[src/rtl/retro_comm_initiator.sv]
// RetroComm host-side initiator: frames a host command as header/payload/checksum bytes and
// retransmits on NAK or response timeout until ACKed or the retry budget is spent.
module retro_comm_initiator #(
    parameter int unsigned MAX_PAYLOAD = 8,
    parameter int unsigned TIMEOUT     = 1024,
    parameter int unsigned MAX_RETRIES = 3
) (
    input  logic                     clk,
    input  logic                     rst_n,
    input  logic                     cmd_valid,
    output logic                     cmd_ready,
    input  logic [3:0]               cmd_op,
    input  logic [3:0]               cmd_len,
    input  logic [8*MAX_PAYLOAD-1:0] cmd_payload,
    output logic [7:0]               tx_data,
    output logic                     tx_valid,
    input  logic                     tx_ready,
    input  logic [7:0]               rx_data,
    input  logic                     rx_valid,
    output logic                     busy,
    output logic                     done,
    output logic                     error,
    output logic [1:0]               status
);
    localparam int unsigned TW = $clog2(TIMEOUT) + 1;
    localparam int unsigned RW = $clog2(MAX_RETRIES + 1) + 1;

    localparam logic [7:0] AckByte = 8'hA5;
    localparam logic [7:0] NakByte = 8'h5A;

    localparam logic [1:0] StatOk      = 2'b00;
    localparam logic [1:0] StatNak     = 2'b01;
    localparam logic [1:0] StatTimeout = 2'b10;
    localparam logic [1:0] StatBadLen  = 2'b11;

    typedef enum logic [2:0] {StIdle, StHeader, StPayload, StChecksum, StWaitAck} state_e;

    state_e                   state_q, state_d;
    logic [3:0]               op_q, len_q, idx_q;
    logic [8*MAX_PAYLOAD-1:0] payload_q;
    logic [7:0]               sum_q, cur_byte;
    logic [TW-1:0]            timer_q;
    logic [RW-1:0]            retry_q;
    logic                     done_q, error_q;
    logic [1:0]               status_q;

    logic accept, len_bad, hs, rx_ack, rx_nak, expired, can_retry, last_byte, enter_header;

    assign accept       = cmd_valid && (state_q == StIdle);
    assign len_bad      = 32'(cmd_len) > MAX_PAYLOAD;
    assign hs           = tx_valid && tx_ready;
    assign rx_ack       = rx_valid && (rx_data == AckByte);
    assign rx_nak       = rx_valid && (rx_data == NakByte);
    assign expired      = timer_q == TW'(TIMEOUT - 1);
    assign can_retry    = retry_q < RW'(MAX_RETRIES);
    assign last_byte    = (idx_q + 4'd1) == len_q;
    assign enter_header = (state_d == StHeader) && (state_q != StHeader);

    always_comb begin
        cur_byte = '0;
        for (int unsigned i = 0; i < MAX_PAYLOAD; i++) begin
            if (idx_q == 4'(i)) cur_byte = payload_q[8*i +: 8];
        end
    end

    always_ff @(posedge clk or negedge rst_n) begin
        if (!rst_n) state_q <= StIdle;
        else        state_q <= state_d;
    end

    always_comb begin
        state_d = state_q;
        unique case (state_q)
            StIdle:     if (accept && !len_bad) state_d = StHeader;
            StHeader:   if (hs) state_d = (len_q != 4'd0) ? StPayload : StChecksum;
            StPayload:  if (hs && last_byte) state_d = StChecksum;
            StChecksum: if (hs) state_d = StWaitAck;
            StWaitAck: begin
                // A response on the expiry cycle wins over the timeout.
                if (rx_ack)                  state_d = StIdle;
                else if (rx_nak || expired)  state_d = can_retry ? StHeader : StIdle;
            end
            default:    state_d = StIdle;
        endcase
    end

    always_ff @(posedge clk or negedge rst_n) begin
        if (!rst_n) begin
            op_q      <= '0;
            len_q     <= '0;
            payload_q <= '0;
            idx_q     <= '0;
            sum_q     <= '0;
            timer_q   <= '0;
            retry_q   <= '0;
            done_q    <= 1'b0;
            error_q   <= 1'b0;
            status_q  <= StatOk;
        end else begin
            done_q  <= 1'b0;
            error_q <= 1'b0;
            if (accept) begin
                op_q      <= cmd_op;
                len_q     <= cmd_len;
                payload_q <= cmd_payload;
                retry_q   <= '0;
                if (len_bad) begin
                    error_q  <= 1'b1;
                    status_q <= StatBadLen;
                end
            end
            if (enter_header) begin
                idx_q <= '0;
                sum_q <= (state_q == StIdle) ? {cmd_op, cmd_len} : {op_q, len_q};
            end
            if (state_q == StWaitAck && state_d == StHeader) retry_q <= retry_q + RW'(1);
            if (state_q == StPayload && hs) begin
                idx_q <= idx_q + 4'd1;
                sum_q <= sum_q + cur_byte;
            end
            if (state_q == StChecksum && hs) timer_q <= '0;
            else if (state_q == StWaitAck)   timer_q <= timer_q + TW'(1);
            if (state_q == StWaitAck) begin
                if (rx_ack) begin
                    done_q   <= 1'b1;
                    status_q <= StatOk;
                end else if ((rx_nak || expired) && !can_retry) begin
                    error_q  <= 1'b1;
                    status_q <= rx_nak ? StatNak : StatTimeout;
                end
            end
        end
    end

    always_comb begin
        cmd_ready = (state_q == StIdle);
        busy      = (state_q != StIdle);
        tx_valid  = 1'b0;
        tx_data   = '0;
        done      = done_q;
        error     = error_q;
        status    = status_q;
        unique case (state_q)
            StHeader: begin
                tx_valid = 1'b1;
                tx_data  = {op_q, len_q};
            end
            StPayload: begin
                tx_valid = 1'b1;
                tx_data  = cur_byte;
            end
            StChecksum: begin
                tx_valid = 1'b1;
                tx_data  = 8'd0 - sum_q;
            end
            default: ;
        endcase
    end

endmodule

[config.mk]
export PLATFORM = sky130hd
export DESIGN_NAME = retro_comm_initiator
export DESIGN_NICKNAME = d
export VERILOG_FILES = /design/src/rtl/retro_comm_initiator.sv
export SDC_FILE = /design/constraint.sdc
export NUM_CORES = 1
export LEC_CHECK = 0
export ABC_CLOCK_PERIOD_IN_PS = 7900
export BUFFER_PORTS_ARGS = -buffer_cell sky130_fd_sc_hd__clkbuf_2
export CORE_AREA = 2 2 111 113
export CTS_CLUSTER_DIAMETER = 120
export CTS_CLUSTER_SIZE = 14
export DETAILED_ROUTE_END_ITERATION = 10
export DIE_AREA = 0 0 113 115
export PLACE_DENSITY = 0.76
export SKIP_LAST_GASP = 1
export SLEW_MARGIN = 20
export SYNTH_ARGS = -nofsm -noshare
export SYNTH_HDL_FRONTEND = slang
export SYNTH_SLANG_ARGS = --single-unit
[constraint.sdc]
create_clock -name clk -period 7.9 [get_ports clk]
set_input_delay 0.79 -clock clk [delete_from_list [all_inputs] [get_ports clk]]
set_output_delay 0.79 -clock clk [all_outputs]
set_load 0.01 [all_outputs]
Word-level counts from Yosys, hierarchy flattened:

Index checks and enable logic that the tools add are counted.

* $add $sub $neg: 5
* $mul: 0
* div/mod/pow operators: 0
* $lt $le $gt $ge: 2
* equality and inequality tests: 17
* shifts and indexed selects: 0
* multiplexer cells: 41
* bitwise operators: 0
* reductions and logical operators: 22

Operators with widths (number)
* $mux W8: 11
* $mux W3: 8
* $pmux W8 S3: 1
* $mux W11: 2
* $eq A4 B3 Y1 const B: 4
* $pmux W3 S5: 1
* $mux W2: 6
* $add A11 B1 Y11 const B: 1
* $eq A11 B10 Y1 const B: 1
* $logic_and A1 B1 Y1: 11
* $mux W1: 10
* $add A8 B8 Y8: 1
* $eq A4 B2 Y1 const B: 2
* $eq A8 B7 Y1 const B: 1
* $eq A8 B8 Y1 const B: 1
* $mux W4: 2
* $sub A1 B8 Y8 const A: 1
* $eq A3 B1 Y1 const B: 2
* $eq A3 B2 Y1 const B: 2
* $reduce_bool A2 Y1: 3
* $add A4 B1 Y4 const B: 1
* $eq A4 B1 Y1 const B: 1
* $eq A4 B4 Y1: 1
* $gt A4 B4 Y1 const B: 1
* 11 further kinds: 12

* register bits after elaboration: 105
* bits in latches: 0
* bits in writable memories: 0
* memory bits (read-only): 0
* input bits: 85
* logic and storage cells: 98
* memories: 0

Logic depth before layout (Yosys ltp):

Gate-level depths: netlist of the first run.

* depth after elaboration: 11
* mapped depth: 17

Worst setup path before layout of the first run:

Ideal clock, no wire load.

* path kind: register to register
* from: register idx_q[0]
* to: register sum_q[7]
* arrival: 3.206 ns
* required time: 7.827 ns
* path slack: 4.621 ns
* stages on the path, launching flop included: 16
* cell sequence: dfrtp_1 ha_1 buf_2 buf_1 buf_1 nor3_1 a211oi_1 a21oi_1 a22o_1 ha_1 o21ai_0 a21oi_1 o41ai_1 xor2_1 a32o_1 a21oi_2

* word-level cells in the longest chain between the ends: 11

Ends and longest elaborated chain
* from (decl): line 39 `logic [3:0] op_q, len_q, idx_q;`
* from (signal assigned): line 118 `idx_q <= idx_q + 4'd1;`
* $logic_not A4 Y1: line 62 `if (idx_q == 4'(i)) cur_byte = payload_q[8*i +: 8];`
* $mux W8 (8 in a row): line 62
* $add A8 B8 Y8: line 119 `sum_q <= sum_q + cur_byte;`
* $mux W8: line 117 `if (state_q == StPayload && hs) begin`
* to (signal assigned): line 114 `sum_q <= (state_q == StIdle) ? {cmd_op, cmd_len} : {op_q, len_q};`
* to (signal assigned): line 119
* to (decl): line 41 `logic [7:0] sum_q, cur_byte;`

Several ways; a longest one is shown, not always the timed one.
A chain may end at the register's enable or synchronous reset.

Worst setup path in the final report of the first run:

* from: register idx_q[0]
* to: output port tx_data[1]

* word-level cells in the longest chain between the ends: 10

Ends and longest elaborated chain
* $logic_not A4 Y1: line 62
* $mux W8 (7 in a row): line 62
* $mux W8 (*): line 62
* $pmux W8 S3 (*): line 143 `unique case (state_q)`
* to (decl): line 15 `output logic [7:0] tx_data,`

Mark *: on every way between the ends. The rest lies on a longest branch, timed or not.

==> impl_metrics.env, run 1 <==
export IMPL_cts_num_sinks=105
export IMPL_synth_distinct_cells=61
export IMPL_grt_overflow=0
export IMPL_drive_gt1_share_pct=33.3
export IMPL_worstSetupPathType="reg2out"
export IMPL_required_ns=7.11
export IMPL_die_x_um=113
export IMPL_fin_skew_ns=0.0115
export IMPL_wire_per_inst_um=18.3
export IMPL_regArea_mm2=0.00263
export IMPL_outcome="finished with violations"
export IMPL_syn2layout_area_growth_pct=14.8
export IMPL_grt_pass1_vias=4612
export IMPL_setup_tns_ns=0
export IMPL_nNetsFinal=724
export IMPL_clk_pin_slew_worst_paths_ns=0.08
export IMPL_cts_tree="built"
export IMPL_grt_pass1_wl_mm=22.9
export IMPL_reg2reg_slack_ns=3.92
export IMPL_grt_max_degree=69
export IMPL_multiInputGateArea_mm2=0.00301
export IMPL_slowest_delay_ns=0.57
export IMPL_period_share_pct=54.6
export IMPL_syn_inst=541
export IMPL_crit_path_start_kind="register"
export IMPL_cts_buffer_depth=2
export IMPL_vias=4601
export IMPL_synth_edff_count=0
export IMPL_synth_area_mm2=0.00585
export IMPL_violations="DRC"
export IMPL_end_kind="output pin"
export IMPL_p_leak_nw=3.01
export IMPL_avgSynthCellArea_um2=10.8
export IMPL_antenna_found_initial=0
export IMPL_ys_ff_latch=105
export IMPL_die_h_um=115
export IMPL_drt_iter0_drc=228
export IMPL_async_reset_ff_share_pct=100
export IMPL_synth_top_cell_area_share_pct=44.9
export IMPL_fmax_mhz=232
export IMPL_htree_levels=3
export IMPL_ys_top_cells_by_area="dfrtp_1 45%, mux2_2 14%, ha_1 3.4%"
export IMPL_ys_warnings_count=0
export IMPL_cp_cell_sequence="ha_1 > nor2b_2 > a221oi_1 > o311a_1 > or4_1 > a311oi_1 > clkbuf_2"
export IMPL_syn_nets=643
export IMPL_yosys_area_top_type="dfrtp_1"
export IMPL_drt_pass1_iter_count=8
export IMPL_final_cells=774
export IMPL_io_pins=100
export IMPL_gp_congestion=0.936
export IMPL_design_area_mm2=0.00671
export IMPL_ctsHoldBuffers=0
export IMPL_post_dp_hpwl_mm=10.4
export IMPL_crit_fanout=19
export IMPL_cts_resized=0
export IMPL_cp_arrival_ns=3.52
export IMPL_diodes=0
export IMPL_ys_seq_area_share_pct=44.9
export IMPL_hold_viol_final=0
export IMPL_fin_crit_ns=4.31
export IMPL_cap_viol_max_count=0
export IMPL_setup_viol=0
export IMPL_ant_nets=0
export IMPL_reg2reg_depth=15
export IMPL_cts_buffers=9
export IMPL_layout_common_cells="105 x dfrtp_1, 98 x clkbuf_2, 74 x mux2_2"
export IMPL_wirelength_mm=14.2
export IMPL_core_area_mm2=0.0118
export IMPL_final_common_cell="dfrtp_1"
export IMPL_peakVddDrop_mv=0.249
export IMPL_rsz0062_at_grt="false"
export IMPL_clk_latency_ns=0.36
export IMPL_cts_setup_buffers=0
export IMPL_maxSlewHeadroom_pct=33.3
export IMPL_drv_slew=0
export IMPL_vias_per_cell=5.94
export IMPL_fill_cells=1031
export IMPL_rows=40
export IMPL_worst_hold_path_type="in2async"
export IMPL_reg2reg_from="idx_q[1]"
export IMPL_powerDensity_mw_per_mm2=444
export IMPL_crit_slowest_cell="nor2b_2"
export IMPL_synthFlopType="dfrtp_1"
export IMPL_place_port_buffers=99
export IMPL_route_detailed_drc=4
export IMPL_dp_cells=758
export IMPL_initial_utilization_pct=49.5
export IMPL_dpl_instance_area_mm2=0.00641
export IMPL_grt_usage_pct=22.6
export IMPL_tightest_slew_ns=1.00
export IMPL_fp_dieArea_mm2=0.0130
export IMPL_rr_endpoint="sum_q[7]"
export IMPL_root_buffer="clkbuf_16"
==> synthesized netlist by cell type, drive strengths merged, types with 3 or more instances <==
| library cell | number |
|---|---|
| dfrtp | 105 |
| mux2 | 74 |
| a21oi | 34 |
| nor2 | 34 |
| nand2 | 27 |
| o21ai | 23 |
| inv | 18 |
| buf | 16 |
| clkbuf | 16 |
| ha | 16 |
| xor2 | 14 |
| nand3 | 13 |
| a211oi | 12 |
| a221oi | 12 |
| mux2i | 11 |
| nor3 | 11 |
| xnor2 | 10 |
| nor2b | 9 |
| a21o | 8 |
| a22oi | 8 |
| nand4 | 7 |
| or3 | 6 |
| a311oi | 4 |
| and3 | 4 |
| nor4 | 3 |
| o2bb2ai | 3 |
| o31ai | 3 |
| or2 | 3 |
==> per-layer routing <==
layer | vias up | track usage, % | wire length (um)
met3 | 26 | 5.85 | 939
met2 | 166 | 37.8 | 6800
met1 | 2255 | 29.0 | 6050
met5 | - | 0 | 0
li1 | 2154 | - | -
met4 | 0 | 7.40 | 371
==> cells by family after synthesis <==
logic type,count (synthesis),share of synthesized area [%]
AOI/OAI and AO/OA,130,16.5
xor gates and xnor gates,24,3.60
adders and majority gates,17,3.77
buffers and inverters,50,3.74
DFF,105,44.9
muxes,85,16.1
and+or+nand+nor,130,11.3
==> stage by stage <==
stage | power [W] | setup WS [ns] | hold WS (ns) | utilization (%)
finish | 0.00298 | 3.59 | 0.394 | 56.8
global placement | 0.00245 | 4.05 | 0.487 | 54.2
detailed placement | 0.00251 | 3.98 | 0.496 | 54.2
floorplan | 0.00211 | 4.62 | 0.474 | -
global route | 0.00319 | 3.40 | 0.423 | 56.8
CTS | 0.00298 | 3.59 | 0.402 | 56.8
==> worst max-delay path: cells and delay by family, from the launching register on <==
kind	cells	cell delay, ns
AOI/OAI and AO/OA	3	0.98
adders and majority gates	1	0.47
buffers and inverters	1	0.21
DFF	1	0.46
and+or+nand+nor	2	1.05
==> registers in the layout, indices dropped and copies added, names as in the netlist <==
signal / flops
error: 1
state_q: 3
idx_q: 4
op_q: 4
done: 1
retry_q: 3
status: 2
len_q: 4
payload_q: 64
sum_q: 8
timer_q: 11
==> worst max-delay path by stage <==
stage	from	end	slack, ns	depth (start not counted)
global route	idx_q[1]	tx_data[1]	3.40	8
floorplan	idx_q[0]	sum_q[7]	4.62	15
CTS	idx_q[0]	tx_data[1]	3.59	7
detailed placement	idx_q[1]	sum_q[7]	3.98	15
global placement	idx_q[0]	tx_data[1]	4.05	7
finish	idx_q[0]	tx_data[1]	3.59	7
==> power by group <==
group / total, W / switching [W] / leakage, nW / internal [W]
registers: 0.00107 / 0.000279 / 1.27 / 0.000791
clock network: 0.000458 / 0.000209 / 0.145 / 0.000249
logic: 0.00145 / 0.000738 / 1.60 / 0.000712
==> layout make-up <==
cell class                      instances  area share (%)
Clock buffer                            9            3.36
Inverter                               18            1.01
Multi-Input combinational cell        386            44.8
Timing Repair Buffer                  102            7.76
Tap cell                              147            2.74
Clock inverter                          7            1.16
Sequential cell                       105            39.2
Power figures use the tool's default switching activity.
==> run 2: changes to the inputs <==
ABC_AREA = 1   (was default)
ABC_CLOCK_PERIOD_IN_PS = 4400   (was 7900)
CORE_AREA = 2 2 112 114   (was 2 2 111 113)
DIE_AREA = 0 0 114 116   (was 0 0 113 115)
clock period = 4.4 ns   (was 7.9 ns; I/O delays follow)
==> run 2 against run 1 <==
Synthesized area up 2.4%. Register-to-register slack worse by 3.0 ns. Critical endpoint is now sum_q[5]. Largest cell class unchanged. Count of clock-buffer cells in the layout up 1. Setup slack worse by 2.7 ns. Sequential share of layout area down 0.82 points. Utilization up 0.73 points. Sequential power up 60%. The run now ends clean.
==> impl_metrics.env, run 2 <==
export IMPL_outcome="completed"
export IMPL_critPathLaunch="idx_q[1]"
export IMPL_synth_distinct_cells=47
export IMPL_crit_slowest_cell="nand3_1"
export IMPL_htree_levels=3
export IMPL_setup_tns_ns=0
export IMPL_rsz0062_at_grt="false"
export IMPL_yosys_cell_count_top_type="nand2_1"
export IMPL_ys_warnings_count=0
export IMPL_syn_inst=822
export IMPL_synth_fa_ha_area_share_pct=3.68
export IMPL_die_x_um=114
export IMPL_ant_nets=0
export IMPL_powerDensity_mw_per_mm2=744
export IMPL_ys_seq_area_share_pct=43.9
export IMPL_final_common_cell="nand2_1"
export IMPL_drt_pass1_iter_count=5
export IMPL_syn2layout_area_growth_pct=14.5
export IMPL_period_share_pct=79.7
export IMPL_grt_pass1_wl_mm=24.0
export IMPL_route_detailed_drc=0
export IMPL_dpl_instance_area_mm2=0.00656
export IMPL_post_dp_hpwl_mm=10.6
export IMPL_vias_per_cell=5.17
export IMPL_biggestRegsByFlops="payload_q (64), timer_q (11), sum_q (8)"
export IMPL_drv_slew=0
export IMPL_cp_cell_sequence="inv_1 > ha_1 > nand3_1 > nand4_1 > nand2_1 > a21boi_0 > ha_1 > nand3_1 > nand2_1 > a21oi_1 > nor2_1 > nor2_1 > xor2_1 > o21ai_0 > nand2_1 > nand2_1"
export IMPL_largest_reg_flops=64
export IMPL_required_ns=4.65
export IMPL_core_area_mm2=0.0119
export IMPL_synthSimpleGateAreaFrac_pct=34.8
export IMPL_place_port_buffers=99
export IMPL_fin_skew_ns=0.00813
export IMPL_die_h_um=116
export IMPL_reg2reg_from="idx_q[1]"
export IMPL_ctsHoldBuffers=0
export IMPL_io_pins=100
export IMPL_synth_compound_area_share_pct=9.80
export IMPL_design_area_mm2=0.00685
export IMPL_peakVddDrop_mv=0.348
export IMPL_maxSlewHeadroom_pct=28.9
export IMPL_initial_utilization_pct=50.3
export IMPL_fmax_mhz=285
export IMPL_gp_congestion=0.855
export IMPL_grt_pass1_vias=5026
export IMPL_antenna_found_initial=0
export IMPL_worstSetupPathType="reg2reg"
export IMPL_async_reset_ff_share_pct=100
export IMPL_cts_resized=0
export IMPL_hold_viol_final=0
export IMPL_cts_buffers=9
export IMPL_nNetsFinal=1011
export IMPL_post_route_util_pct=57.5
export IMPL_synth_xor_area_share_pct=0.878
export IMPL_wire_per_inst_um=13.7
export IMPL_fin_crit_ns=3.51
export IMPL_crit_path_start_kind="register"
export IMPL_layout_common_cells="334 x nand2_1, 105 x dfrtp_1, 98 x clkbuf_2"
export IMPL_ys_ff_latch=105
export IMPL_synth_edff_count=0
export IMPL_crit_fanout=16
export IMPL_reg2reg_slack_ns=0.89
export IMPL_synth_top_cell_area_share_pct=43.9
export IMPL_synth_top_family_by_area="simple AND/OR/NAND/NOR gates"
export IMPL_cts_setup_buffers=0
export IMPL_synthFlopType="dfrtp_1"
export IMPL_end_kind="register"
export IMPL_clk_latency_ns=0.36
export IMPL_fp_dieArea_mm2=0.0132
export IMPL_grt_overflow=0
export IMPL_ys_top_cells_by_area="dfrtp_1 44%, nand2_1 21%, nand3_1 5.4%"
export IMPL_endpoint="sum_q[5]"
export IMPL_cap_viol_max_count=0
export IMPL_drt_iter0_drc=329
export IMPL_rows=40
export IMPL_grt_max_degree=87
export IMPL_synth_area_mm2=0.00599
export IMPL_diodes=0
export IMPL_cts_buffer_depth=2
export IMPL_rr_endpoint="sum_q[5]"
export IMPL_power_total_w=0.00510
export IMPL_slowest_delay_ns=0.50
export IMPL_reg2reg_depth=16
export IMPL_grt_usage_pct=23.1
export IMPL_worst_hold_path_type="in2async"
export IMPL_drive_gt1_share_pct=16.3
export IMPL_tightest_slew_ns=1.07
export IMPL_vias=5471
export IMPL_wirelength_mm=14.5
export IMPL_cts_tree="built"
export IMPL_cp_arrival_ns=3.76
export IMPL_setup_viol=0
export IMPL_root_buffer="clkbuf_16"
export IMPL_avgSynthCellArea_um2=7.28
export IMPL_syn_nets=924
export IMPL_synthTopCellsByCount="334 x nand2_1, 105 x dfrtp_1, 69 x inv_1"
export IMPL_cts_num_sinks=105
export IMPL_clk_pin_slew_worst_paths_ns=0.07
export IMPL_largest_register="payload_q"
export IMPL_yosys_area_top_type="dfrtp_1"
export IMPL_cpMostUsedCell="nand2_1"
export IMPL_synth_mux_area_share_pct=0
export IMPL_p_leak_nw=3.67
export IMPL_fill_cells=1172
run 2: cell types whose count changed in the layout (fill, tap and decap cells not counted), sizes merged, moves of 12 or more:
cell,delta
a221oi,-12
inv,+56
mux2,-74
nand2,+314
nand3,+54
nor2,+30
o21ai,+27
run 2: where the power goes:
group | switching, W | total, W | leakage, nW | internal (W)
logic | 0.00165 | 0.00257 | 2.21 | 0.000917
clock network | 0.000365 | 0.000819 | 0.145 | 0.000454
registers | 0.000321 | 0.00171 | 1.32 | 0.00139
total | 0.00234 | 0.00510 | 3.67 | 0.00276
run 2: critical path: cells and delay by family (launching register included):
kind	cells	cell delay (ns)
AND/OR/NAND/NOR	9	1.34
adder cells (fa/ha/maj)	2	0.72
AO/OA/AOI/OAI	3	0.63
flip-flops	1	0.43
XOR/XNOR	1	0.16
buffers and inverters	1	0.13
run 2: worst min-delay path by stage:
stage          cells after the start       startpoint  slack, ns             to
3_3_place_gp                       2    payload_q[23]       0.46  payload_q[23]
5_1_grt                            1            rst_n       0.17  payload_q[12]
4_1_cts                            3  cmd_payload[21]       0.27  payload_q[21]
3_5_place_dp                       2    payload_q[23]       0.45  payload_q[23]
6_report                           1            rst_n       0.13  payload_q[12]
2_1_floorplan                      0            rst_n       0.14           done
run 2: cell type report:
type	count	area [um2]	area share, %
multi-input combinational	616	2940	42.9
sequential	105	2630	38.3
timing repair buffer	101	517	7.54
inverter	76	293	4.27
clock buffer	10	239	3.49
tap	147	184	2.68
clock inverter	4	52.6	0.767
run 2: logic make-up after synthesis:
| logic type | count (synthesis) |
|---|---|
| AOI/OAI and AO/OA | 99 |
| xor gates and xnor gates | 6 |
| adders and majority gates | 17 |
| buffers and inverters | 101 |
| DFF | 105 |
| and+or+nand+nor | 494 |
run 2: routing by layer:
metal	wire (um)	part of all wire [%]	vias to the layer above	GRT usage, %
li1	-	-	2799	-
met1	6810	47	2474	32.3
met2	6460	45	170	35.6
met3	817	5.6	28	4.34
met4	395	2.7	0	9.51
met5	0	0	-	0
run 2: stage by stage:
stage	hold slack (ns)	worst slack, ns	cells
5_1_grt	0.174	0.544	1059
3_3_place_gp	0.456	1.16	1045
2_1_floorplan	0.144	1.50	822
4_1_cts	0.273	0.940	1059
6_report	0.127	0.892	1059
3_5_place_dp	0.455	0.998	1045
